--- src/rtl/cdb_arbiter_if.sv ---
// CDB arbiter bundle: per-source completion requests in, single CDB broadcast out.
// Latency: none (wires only); timing is owned by the arbiter.
// Backpressure: in_req_ready per source, driven by the arbiter (slave) side.
interface cdb_arbiter_if #(
  parameter int N_SRC  = 4,
  parameter int TAG_W  = 5,
  parameter int DATA_W = 32
);
  logic [N_SRC-1:0]        in_req_valid;
  logic [N_SRC-1:0]        in_req_ready;
  logic [N_SRC*TAG_W-1:0]  in_req_tag;
  logic [N_SRC*DATA_W-1:0] in_req_val;
  logic [N_SRC*4-1:0]      in_req_icc;
  logic [N_SRC-1:0]        in_req_icc_wr;

  logic                    out_CDB_broadcast;
  logic [TAG_W-1:0]        out_CDB_tag;
  logic [DATA_W-1:0]       out_CDB_val;
  logic [3:0]              out_ICC_flags;
  logic                    out_ICC_wr;
  logic [2:0]              out_src_id;

  // Functional-unit side: produces completions, consumes the broadcast.
  modport master (
    output in_req_valid, in_req_tag, in_req_val, in_req_icc, in_req_icc_wr,
    input  in_req_ready,
    input  out_CDB_broadcast, out_CDB_tag, out_CDB_val, out_ICC_flags, out_ICC_wr, out_src_id
  );

  // Arbiter side.
  modport slave (
    input  in_req_valid, in_req_tag, in_req_val, in_req_icc, in_req_icc_wr,
    output in_req_ready,
    output out_CDB_broadcast, out_CDB_tag, out_CDB_val, out_ICC_flags, out_ICC_wr, out_src_id
  );
endinterface

--- src/rtl/cdb_arbiter.sv ---
// Common Data Bus arbiter: per-source completion queues, one registered CDB grant per cycle.
// Latency: push into an empty, uncontended queue at edge k is broadcast after edge k+1.
// Backpressure: in_req_ready[i] low while queue i is full; CDB_ARB_RR_EN selects round-robin, else fixed priority.
module cdb_arbiter #(
  parameter int               N_SRC       = 4,
  parameter int               TAG_W       = 5,
  parameter int               DATA_W      = 32,
  parameter int               Q_DEPTH     = 2,
  parameter logic [TAG_W-1:0] INVALID_TAG = '1
) (
  input  logic         clk,
  input  logic         rst,
  cdb_arbiter_if.slave bus
);
  localparam int IDX_W = (N_SRC > 1) ? $clog2(N_SRC) : 1;
  localparam int PTR_W = (Q_DEPTH > 1) ? $clog2(Q_DEPTH) : 1;
  localparam int CNT_W = $clog2(Q_DEPTH + 1);

  typedef struct packed {
    logic [TAG_W-1:0]  tag;
    logic [DATA_W-1:0] val;
    logic [3:0]        icc;
    logic              icc_wr;
  } ent_t;

  ent_t             r_mem    [N_SRC][Q_DEPTH];
  logic [PTR_W-1:0] r_rd_ptr [N_SRC];
  logic [PTR_W-1:0] r_wr_ptr [N_SRC];
  logic [CNT_W-1:0] r_cnt    [N_SRC];
`ifdef CDB_ARB_RR_EN
  logic [IDX_W-1:0] r_last;
`endif

  ent_t             w_in [N_SRC];
  ent_t             w_head;
  logic [N_SRC-1:0] w_ready;
  logic [N_SRC-1:0] w_nonempty;
  logic [N_SRC-1:0] w_push;
  logic [N_SRC-1:0] w_pop;
  logic             w_grant_vld;
  logic [IDX_W-1:0] w_grant_idx;
  logic [IDX_W-1:0] w_cand;

  assign bus.in_req_ready = w_ready;

  // Unpack per-source requests; ready reflects the current count only, never a same-cycle pop.
  always_comb begin
    w_ready    = '0;
    w_nonempty = '0;
    w_push     = '0;
    for (int i = 0; i < N_SRC; i++) begin
      w_in[i] = {bus.in_req_tag[i*TAG_W +: TAG_W], bus.in_req_val[i*DATA_W +: DATA_W],
                 bus.in_req_icc[i*4 +: 4], bus.in_req_icc_wr[i]};
      w_ready[i]    = (r_cnt[i] != CNT_W'(Q_DEPTH));
      w_nonempty[i] = (r_cnt[i] != '0);
      // An invalid-tag completion handshakes normally but is never stored.
      w_push[i]     = bus.in_req_valid[i] && w_ready[i] && (w_in[i].tag != INVALID_TAG);
    end
  end

  // Pick the winning non-empty queue for this cycle.
  always_comb begin
    w_grant_vld = 1'b0;
    w_grant_idx = '0;
    w_cand      = '0;
`ifdef CDB_ARB_RR_EN
    // Rotating search starting one past the last granted source.
    for (int k = 1; k <= N_SRC; k++) begin
      w_cand = IDX_W'((int'(r_last) + k) % N_SRC);
      if (!w_grant_vld && w_nonempty[w_cand]) begin
        w_grant_vld = 1'b1;
        w_grant_idx = w_cand;
      end
    end
`else
    // Lowest index always wins; high indices may starve.
    for (int k = 0; k < N_SRC; k++) begin
      w_cand = IDX_W'(k);
      if (!w_grant_vld && w_nonempty[w_cand]) begin
        w_grant_vld = 1'b1;
        w_grant_idx = w_cand;
      end
    end
`endif
  end

  // Decode the grant into per-queue pops and fetch the winner's head entry.
  always_comb begin
    w_pop = '0;
    for (int i = 0; i < N_SRC; i++) begin
      w_pop[i] = w_grant_vld && (w_grant_idx == IDX_W'(i));
    end
    w_head = r_mem[w_grant_idx][r_rd_ptr[w_grant_idx]];
  end

  // Queue control: wrap-around pointers and occupancy; reset drops everything queued.
  always_ff @(posedge clk) begin
    if (rst) begin
      for (int i = 0; i < N_SRC; i++) begin
        r_rd_ptr[i] <= '0;
        r_wr_ptr[i] <= '0;
        r_cnt[i]    <= '0;
      end
    end else begin
      for (int i = 0; i < N_SRC; i++) begin
        if (w_push[i]) r_wr_ptr[i] <= r_wr_ptr[i] + PTR_W'(1);
        if (w_pop[i])  r_rd_ptr[i] <= r_rd_ptr[i] + PTR_W'(1);
        case ({w_push[i], w_pop[i]})
          2'b10:   r_cnt[i] <= r_cnt[i] + CNT_W'(1);
          2'b01:   r_cnt[i] <= r_cnt[i] - CNT_W'(1);
          default: r_cnt[i] <= r_cnt[i];
        endcase
      end
    end
  end

  // Queue storage; contents are only meaningful behind the pointers, so no reset.
  always_ff @(posedge clk) begin
    for (int i = 0; i < N_SRC; i++) begin
      if (w_push[i]) r_mem[i][r_wr_ptr[i]] <= w_in[i];
    end
  end

`ifdef CDB_ARB_RR_EN
  // Remember the last grant so the next search starts just past it.
  always_ff @(posedge clk) begin
    if (rst) begin
      r_last <= IDX_W'(N_SRC - 1);
    end else if (w_grant_vld) begin
      r_last <= w_grant_idx;
    end
  end
`endif

  // Registered CDB outputs: winner's head for one cycle, idle values otherwise.
  always_ff @(posedge clk) begin
    if (rst || !w_grant_vld) begin
      bus.out_CDB_broadcast <= 1'b0;
      bus.out_CDB_tag       <= INVALID_TAG;
      bus.out_CDB_val       <= '0;
      bus.out_ICC_flags     <= '0;
      bus.out_ICC_wr        <= 1'b0;
      bus.out_src_id        <= '0;
    end else begin
      bus.out_CDB_broadcast <= 1'b1;
      bus.out_CDB_tag       <= w_head.tag;
      bus.out_CDB_val       <= w_head.val;
      bus.out_ICC_flags     <= w_head.icc;
      bus.out_ICC_wr        <= w_head.icc_wr;
      bus.out_src_id        <= 3'(w_grant_idx);
    end
  end
endmodule
--- src/flat_wrapper.sv ---
// flat-port wrapper written by rule: the top's interface ports become plain ports
module cdb_arbiter_flat 
#(
  parameter int               N_SRC       = 4,
  parameter int               TAG_W       = 5,
  parameter int               DATA_W      = 32,
  parameter int               Q_DEPTH     = 2,
  parameter logic [TAG_W-1:0] INVALID_TAG = '1
)
  (clk, rst, bus_in_req_valid, bus_in_req_tag, bus_in_req_val, bus_in_req_icc, bus_in_req_icc_wr, bus_in_req_ready, bus_out_CDB_broadcast, bus_out_CDB_tag, bus_out_CDB_val, bus_out_ICC_flags, bus_out_ICC_wr, bus_out_src_id);
  cdb_arbiter_if #(.N_SRC(N_SRC), .TAG_W(TAG_W), .DATA_W(DATA_W)) bus_i ();
  input  logic clk;
  input  logic rst;
  input wire logic [$bits(bus_i.in_req_valid)-1:0] bus_in_req_valid;
  input wire logic [$bits(bus_i.in_req_tag)-1:0] bus_in_req_tag;
  input wire logic [$bits(bus_i.in_req_val)-1:0] bus_in_req_val;
  input wire logic [$bits(bus_i.in_req_icc)-1:0] bus_in_req_icc;
  input wire logic [$bits(bus_i.in_req_icc_wr)-1:0] bus_in_req_icc_wr;
  output wire logic [$bits(bus_i.in_req_ready)-1:0] bus_in_req_ready;
  output wire logic [$bits(bus_i.out_CDB_broadcast)-1:0] bus_out_CDB_broadcast;
  output wire logic [$bits(bus_i.out_CDB_tag)-1:0] bus_out_CDB_tag;
  output wire logic [$bits(bus_i.out_CDB_val)-1:0] bus_out_CDB_val;
  output wire logic [$bits(bus_i.out_ICC_flags)-1:0] bus_out_ICC_flags;
  output wire logic [$bits(bus_i.out_ICC_wr)-1:0] bus_out_ICC_wr;
  output wire logic [$bits(bus_i.out_src_id)-1:0] bus_out_src_id;
  assign bus_i.in_req_valid = bus_in_req_valid;
  assign bus_i.in_req_tag = bus_in_req_tag;
  assign bus_i.in_req_val = bus_in_req_val;
  assign bus_i.in_req_icc = bus_in_req_icc;
  assign bus_i.in_req_icc_wr = bus_in_req_icc_wr;
  assign bus_in_req_ready = bus_i.in_req_ready;
  assign bus_out_CDB_broadcast = bus_i.out_CDB_broadcast;
  assign bus_out_CDB_tag = bus_i.out_CDB_tag;
  assign bus_out_CDB_val = bus_i.out_CDB_val;
  assign bus_out_ICC_flags = bus_i.out_ICC_flags;
  assign bus_out_ICC_wr = bus_i.out_ICC_wr;
  assign bus_out_src_id = bus_i.out_src_id;
  cdb_arbiter #(.N_SRC(N_SRC), .TAG_W(TAG_W), .DATA_W(DATA_W), .Q_DEPTH(Q_DEPTH), .INVALID_TAG(INVALID_TAG)) u_core (.clk(clk), .rst(rst), .bus(bus_i));
endmodule
--- config.mk ---
export PLATFORM = sky130hd
export DESIGN_NAME = cdb_arbiter_flat
export DESIGN_NICKNAME = d
export VERILOG_FILES = /design/src/rtl/cdb_arbiter_if.sv /design/src/rtl/cdb_arbiter.sv /design/src/flat_wrapper.sv
export SDC_FILE = /design/constraint.sdc
export NUM_CORES = 1
export LEC_CHECK = 0
export CAP_MARGIN = 20
export CORE_UTILIZATION = 56
export CTS_BUF_LIST = sky130_fd_sc_hd__clkbuf_8
export DETAILED_ROUTE_END_ITERATION = 8
export GPL_TIMING_DRIVEN = 0
export PLACE_DENSITY = 0.82
export SLEW_MARGIN = 20
export SYNTH_ARGS = -nofsm -noshare
export SYNTH_HDL_FRONTEND = slang
export SYNTH_SLANG_ARGS = --single-unit
--- constraint.sdc ---
create_clock -name clk -period 4.64 [get_ports clk]
set_clock_uncertainty 0.05 [all_clocks]
set_input_delay 1.16 -clock clk [delete_from_list [all_inputs] [get_ports clk]]
set_output_delay 1.16 -clock clk [all_outputs]
set_load 0.01 [all_outputs]
After elaboration in Yosys (flattened, before gate mapping)
Memories as Yosys holds them, arrays and structs flattened.
Cells that the tools add are included.
{ "word_totals": {"ff_bits": 46, "mem_bits_rw": 352, "in_bits": 174, "out_inout_bits": 50, "n_memories": 4} }
{ "memory_table": {"columns": ["name", "depth", "word_bits", "read_ports", "rd_clocked_by_memory_dff", "wr", "line_no", "source"], "rows": [
  ["u_core.r_mem", 4, 84, 1, 0, 4, "cdb_arbiter.sv:26", "ent_t r_mem [N_SRC][Q_DEPTH];"],
  ["u_core.r_cnt", 4, 2, 4, 0, 4, "cdb_arbiter.sv:29", "logic [CNT_W-1:0] r_cnt [N_SRC];"],
  ["u_core.r_rd_ptr", 4, 1, 5, 0, 4, "cdb_arbiter.sv:27", "logic [PTR_W-1:0] r_rd_ptr [N_SRC];"],
  ["u_core.r_wr_ptr", 4, 1, 4, 0, 4, "cdb_arbiter.sv:28", "logic [PTR_W-1:0] r_wr_ptr [N_SRC];"]
]} }
{ "classes": {"add_sub_neg": 16, "n_lt_le_gt_ge": 9, "n_eq_ne": 19, "n_mux": 105, "n_bitwise": 25, "n_reduce_logical": 33} }
{ "op_table": {"columns": ["op", "n"], "rows": [
  ["$mux 84", 4],
  ["$mux 42", 7],
  ["$demux 42 s1", 4],
  ["$mux 1", 76],
  ["$mux 2", 14],
  ["$ne 5x5->1 const B", 4],
  ["$or 1x1->1", 20],
  ["$logic_and 1x1->1", 19],
  ["$eq 2x2->1 const B", 6],
  ["$eq 2x1->1 const B", 5],
  ["$ge 2x2->1 const B", 5],
  ["$not 1->2", 5],
  ["$add 1x1->1 const B", 8],
  ["$add 2x1->2 const B", 4],
  ["$lt 2x1->1 const B", 4],
  ["$ne 2x2->1 const B", 4],
  ["$reduce_bool 2->1", 4],
  ["$reduce_or 2->1", 4],
  ["$sub 2x1->2 const B", 4],
  ["$logic_not 1->1", 4],
  ["$logic_not 2->1", 1],
  ["$logic_or 1x1->1", 1]
]} }

Logic depth before layout (Yosys ltp)
Gate-level depths: netlist of the first run.
An unclocked memory read counts as a cell.
{ "depth": {"ltp_word": 21, "mapped_depth": 11} }

Worst setup path before layout of the first run
No wires, ideal clock.
{ "synth_path": {"path_type": "input-to-reg", "startpoint": "input port bus_in_req_tag[12]", "endpoint": "memory u_core.r_mem[2][42] (netlist name), enable pin", "arrival_time_ns": 3.179, "required_ns": 4.148, "slack_ns": 0.969, "stages": 3, "path_buffers": 0, "path_cell_list": "nand3_1 > o211ai_1 > nor2_1"} }
{ "synth_rtl": {"columns": ["item", "line_no", "source"], "rows": [
  ["start: declaration", "flat_wrapper.sv:15", "input wire logic [$bits(bus_i.in_req_tag)-1:0] bus_in_req_tag;"],
  ["end: declaration", "cdb_arbiter.sv:26", null]
]} }

==> run metrics, run 1 <==
Syn Area/Cell=17.11 um2; Initial Util=~57%; Cell Rows=slightly below 60; Post-Syn Area=15020 um2; GRT Resource Usage Total=between 20 and 30%; Yosys reg bits=397; htree depth=2; post-CTS setup buffer count=0; pin count of the biggest net entering global routing=43; Synth top area share=just over 70%; sequential area share after synthesis=between 70 and 80%; failing checks=design-rule violations; type of origin of the critical path=flop; hold slack=0.5086 ns; largest cells by area after synthesis=edfxtp_1, dfxtp_1, mux2i_1; fmax=~300 MHz; vias=9670; detailed-route wire length=39680 um; Clk pin slew, worst setup/hold paths=0.07 ns; global-route wire length before repair=58710 um; crit path cell chain=inv_1 -> ha_1 -> nor3_1 -> clkbuf_1 -> clkbuf_1 -> nand2_1 -> inv_1 -> ha_1 -> nor2_1 -> o21bai_1; post-synthesis cell count=878; initial antenna violation count=2; Max Cap Violations=0; Num Clock Sinks=397; post-synth cell types=36; Vias per Instance=6.215; period utilization=71.60%; Yosys top cell by area=edfxtp_1; # setup viols final=0; GPL Wtd Cong=0.8414; synth cell count leaders=edfxtp_1, a22oi_1, mux2i_1; Post-synth top flop=edfxtp_1; Wirelength per Cell=25.50 um; drt pass-1 iters=9; Buf/Inv on CP=4; CTS root buf=clkbuf_8; Die Ht=165.8 um; TritonCTS Buffers=59; I/O pins=224; final hold viol count=0; die area=27480 um2; critical path's slowest cell=clkbuf_1; Finished Layout Cells=1556; asr flop ratio synth=0%; GRT Residual Overflow=0; critical path type=flop to flop; placed insts=between 1000 and 1500; CP peak stage delay=approximately 0.54 ns; Hold Crit Class=flop to flop; area grow syn2layout=27.03%; Power Total=11680 uW; drt initial violations=roughly 1000; CP Capture Type=flop; Largest delay share family, worst path=buffers and inverters; Crit path required time=4.88 ns; Pwr Density=612.3 nW/um2; vias in the first global route=10160; number of synthesized flops with an enable pin=352; layout cell share with drive strength beyond 1=11.16%; Critical Path AT=3.56 ns; post-DP HPWL=26120 um; core box area=about 26000 um2; Mapped Nets=between 1000 and 1500; leakage power=0.006936 uW; max_slew headroom=33.39%; RSZ-0062 raised after global routing=false; Post-CTS Resized=0; Final nets=1353; Max IR drop VDD=0.0003099 V; minimum period implied by the final worst setup slack=3.322 ns; count leader, synth=edfxtp_1; Clock Latency Late Sink=0.60 ns; antenna-violating nets left=0; Slew @ Worst Pin=roughly 1 ns; Syn. warnings=0; DRC viols=30; CP max FO=10; Max Slew Vio Count=0; number of port buffers=roughly 220; status=finished, violations left; CTS tree=built; CTS Buffer Depth=3; # hold bufs at CTS=0; Die Width=165.8 um
## cells by family after synthesis
kind of cell	count (synthesis)	share of synthesized area, %
AOI/OAI and AO/OA	195	10.75
xor gates and xnor gates	3	0.1750
adders and majority gates	10	0.8330
buffers and inverters	77	2.274
DFF	397	76.37
muxes	84	5.614
other	1	0.02497
and+or+nand+nor	111	3.957
## stage by stage
stage	setup TNS, ns	instance area (um2)	setup slack [ns]	utilization, %
floorplan	0	15020	0.9689	-
global placement	-210.45	17660	-1.373	67.40
detailed placement	0	17910	1.175	68.36
CTS	0	19080	1.315	72.79
global route	0	19080	1.098	72.79
finish	0	19080	1.318	72.81
## per-layer routing
layer / global-route usage [%] / wire [um] / vias up
li1: - / - / 4176
met1: 37.28 / 15060 / 4705
met2: 47.73 / 19350 / 680
met3: 6.339 / 4038 / 107
met4: 11.05 / 1213 / 2
met5: 0 / 13 / -
## cell type report
cell class | count | area, um2
diodes | 2 | 5.005
plain buffers | 65 | 296.5
clock buffers | 72 | 991.0
clock inverters | 39 | 170.2
fillers | 1570 | 7126
inverters | 12 | 45.04
multi-input cells | 404 | 3248
flip-flops and latches | 397 | 11470
well taps | 335 | 419.2
repair buffers | 230 | 2435
## sequential cells by signal, summed over array words and instances, names as in the netlist
name / count
u_core.bus.out_ICC_flags: 4
u_core.r_rd_ptr: 4
u_core.bus.out_ICC_wr: 1
u_core.bus.out_src_id: 2
u_core.r_mem: 336
u_core.r_cnt: 8
u_core.bus.out_CDB_val: 32
u_core.bus.out_CDB_broadcast: 1
u_core.r_wr_ptr: 4
u_core.bus.out_CDB_tag: 5
## placed cells by master (no fill, tap or decap), types with 5 or more instances in the layout
cell type / netlist / routed
edfxtp_1: 352 / 352
clkdlybuf4s50_1: 0 / 222
a22oi_1: 83 / 83
mux2i_1: 82 / 82
o221ai_1: 73 / 73
clkbuf_8: 0 / 72
clkbuf_1: 45 / 45
dfxtp_1: 45 / 45
inv_1: 12 / 37
and3_1: 37 / 37
nor3_1: 19 / 19
nor2_1: 21 / 17
buf_2: 12 / 12
ha_1: 10 / 10
nand2_1: 9 / 9
o221ai_2: 9 / 9
clkinv_2: 0 / 9
nand2b_1: 8 / 8
a21oi_1: 8 / 8
buf_16: 0 / 7
a21o_1: 6 / 6
nand3_1: 5 / 5
o211ai_1: 5 / 5
## worst paths after layout
check	startpoint	to	slack, ns	cells past startpoint
min	u_core.r_rd_ptr[1]	u_core.r_rd_ptr[1]	0.51	1
min reg2reg	u_core.r_rd_ptr[1]	u_core.r_rd_ptr[1]	0.51	1
max reg2reg	u_core.r_cnt[0][6]	u_core.r_cnt[0][6]	1.32	10
max	u_core.r_cnt[0][6]	u_core.r_cnt[0][6]	1.32	10
## where the power goes
| part | total (uW) | internal, uW | switching [uW] |
|---|---|---|---|
| Clock | 2710 | 1400 | 1310 |
| Combinational | 4190 | 1690 | 2500 |
| Sequential | 4780 | 4580 | 199 |
| Total | 11700 | 7670 | 4010 |
No activity file was read; power rests on OpenSTA's default activity.
==> run 2, diff against run 1 <==
Settings changed: CORE_UTILIZATION 56 to 51, PLACE_DENSITY 0.82 to 0.79.
Clock period 4.64 ns to 2.9 ns, I/O delays scaled along.
==> run 2 against run 1 <==
Compared with the run above:
- the flow now finishes without violations
- critical endpoint unchanged
- sequential share of layout area is 0.76 points lower
- die area is 9.7% higher
- critical path type unchanged
- design area is 1.3% higher
- maximum frequency is 16% higher
- cell count is 3.5% higher
- via count is 0.35% higher
==> run metrics, run 2 (synthesis results as in run 1) <==
CP max FO=10 (unchanged); Largest delay share family, worst path=buffers and inverters (unchanged); Clock Power Share=24.3% (was 23.2%); status=complete, no violations (was finished, violations left); Crit path depth=10 (unchanged); antenna-violating nets left=0 (unchanged); RSZ-0062 raised after global routing=true (was false); Initial Util=52.05% (was 57.32%); vias in the first global route=9792 (was 10160); GRT Resource Usage Total=26.38% (was 28.73%); worst setup margin=0.03722 ns (was 1.318 ns); reg2reg path depth=10 (unchanged); critical path type=flop to flop (unchanged); initial antenna violation count=3 (was 2); core box area=28860 um2 (was 26210 um2); GPL Wtd Cong=0.8284 (was 0.8414); layout cell share with drive strength beyond 1=12.82% (was 11.16%); Final nets=1356 (was 1353); # hold bufs at CTS=0 (unchanged); Clk pin slew, worst setup/hold paths=0.06 ns (was 0.07 ns); Fill cells=1939 (was 1570); DRC viols=0 (was 30); Max Cap Violations=0 (unchanged); area of the multi-input gates=3267 um2 (was 3248 um2); Cell Rows=62 (was 59); minimum period implied by the final worst setup slack=2.863 ns (was 3.322 ns); Net Sw Power=6500 uW (was 4011 uW); type of origin of the critical path=flop (unchanged); pin count of the biggest net entering global routing=43 (unchanged); dpl ws=-0.5728 ns (was 1.175 ns); leakage power=0.007023 uW (was 0.006936 uW); critical path's slowest cell=nor3_2 (was clkbuf_1); CP peak stage delay=0.41 ns (was 0.54 ns); Power Total=19110 uW (was 11680 uW); # setup viols final=0 (unchanged); post-layout util=66.96% (was 72.81%); Largest register FFs=336 (unchanged); Wirelength per Cell=25.14 um (was 25.50 um); detailed-route wire length=40470 um (was 39680 um); Die Ht=173.6 um (was 165.8 um); hold slack=0.5092 ns (was 0.5086 ns); Register Area=11470 um2 (unchanged); drt pass-1 iters=5 (was 9); Max Slew Vio Count=0 (unchanged); Critical Path AT=3.10 ns (was 3.56 ns); Buf/Inv on CP=4 (unchanged); number of port buffers=222 (unchanged); Crit path required time=3.14 ns (was 4.88 ns); P_int=12610 uW (was 7673 uW); drt initial violations=1144 (was 1031); Hold Crit Class=flop to flop (unchanged); Slew @ Worst Pin=0.9294 ns (was 0.9991 ns); Max IR drop VDD=0.0004166 V (was 0.0003099 V); Vias per Instance=6.027 (was 6.215); htree depth=2 (unchanged); global-route wire length before repair=58900 um (was 58710 um); fmax=349.3 MHz (was 301.0 MHz); CTS tree=built (unchanged); TritonCTS Buffers=61 (was 59); GRT Residual Overflow=0 (unchanged); Num Clock Sinks=397 (unchanged); most frequent cells in the layout=edfxtp_1, clkdlybuf4s50_1, a22oi_1 (unchanged); Die Width=173.6 um (was 165.8 um); crit path cell chain=inv_1 -> ha_1 -> nor3_2 -> clkbuf_4 -> clkbuf_2 -> nand2_1 -> inv_1 -> ha_1 -> nor2_1 -> o21bai_1 (was inv_1 -> ha_1 -> nor3_1 -> clkbuf_1 -> clkbuf_1 -> nand2_1 -> inv_1 -> ha_1 -> nor2_1 -> o21bai_1); CTS root buf=clkbuf_8 (unchanged); post-CTS setup buffer count=0 (unchanged); period utilization=98.72% (was 71.60%); die area=30140 um2 (was 27480 um2); sequential power share=40.0% (was 40.9%); post-route setup TNS=0 ns (unchanged); switching share of power=34.01% (was 34.33%); Pwr Density=988.9 nW/um2 (was 612.3 nW/um2); final hold viol count=0 (unchanged); flop2flop setup slack=0.04 ns (was 1.32 ns); post-DP HPWL=26620 um (was 26120 um); CTS Buffer Depth=3 (unchanged); max_slew headroom=38.04% (was 33.39%); commonest non-fill, non-tap cell in the layout=edfxtp_1 (unchanged); vias=9704 (was 9670); logic gate share of total power=35.8% (was 35.9%); Clock Latency Late Sink=0.60 ns (about the same); I/O pins=224 (unchanged); Hold Path Cell Cnt=1 (unchanged); CP Capture Type=flop (unchanged); area grow syn2layout=28.65% (was 27.03%)
-- run 2: cell count changes in the layout (fill, tap and decap cells not counted), sizes merged --
cell,change
clkbuf,+8
inv,-5
clkinv,+2
buf,-1
bufinv,+1
clkinvlp,+1
diode,-1
-- run 2: metrics by stage --
step                      instances  cell area [um2]
after global placement         1484            17730
after global routing           1610            19320
after floorplan                 878            15030
after detailed placement       1494            18010
final                          1610            19320
after CTS                      1610            19300
-- run 2: cell type report --
| class | instances | area share (%) |
|---|---|---|
| flip-flops and latches | 397 | 59.36 |
| multi-input cells | 404 | 16.91 |
| repair buffers | 232 | 12.77 |
| clock buffers | 78 | 5.556 |
| well taps | 384 | 2.486 |
| plain buffers | 64 | 1.696 |
| clock inverters | 38 | 0.9777 |
| inverters | 12 | 0.2331 |
| diodes | 1 | 0.01295 |
-- run 2: final timing paths --
path                 startpoint                 end
max          u_core.r_cnt[0][6]  u_core.r_cnt[0][6]
min          u_core.r_rd_ptr[1]  u_core.r_rd_ptr[1]
max reg2reg  u_core.r_cnt[0][6]  u_core.r_cnt[0][6]
min reg2reg  u_core.r_rd_ptr[1]  u_core.r_rd_ptr[1]
-- run 2: timing repair --
item | 4_1_cts | 5_1_grt
resized for setup | 15 | 13
setup endpoints to repair | 57 | 41
pin swaps | 0 | 1
gates cloned | 0 | 0
hold endpoints to repair | 0 | 0
-- run 2: power groups by stage --
stage | Sequential (uW) | Combinational (uW) | Clock (uW)
finish | 7640 | 6830 | 4640
global route | 7710 | 7230 | 4900
CTS | 7630 | 6750 | 4660
detailed placement | 7740 | 6670 | 0
global placement | 7740 | 6340 | 0
floorplan | 7800 | 3820 | 0
-- run 2: metal layers --
metal / routed length, um / vias to the layer above / global-route usage [%]
met4: 1331 / 4 / 9.905
met3: 3816 / 111 / 4.386
met2: 19530 / 637 / 42.97
met1: 15770 / 4769 / 35.91
met5: 23 / - / 0
li1: - / 4183 / -
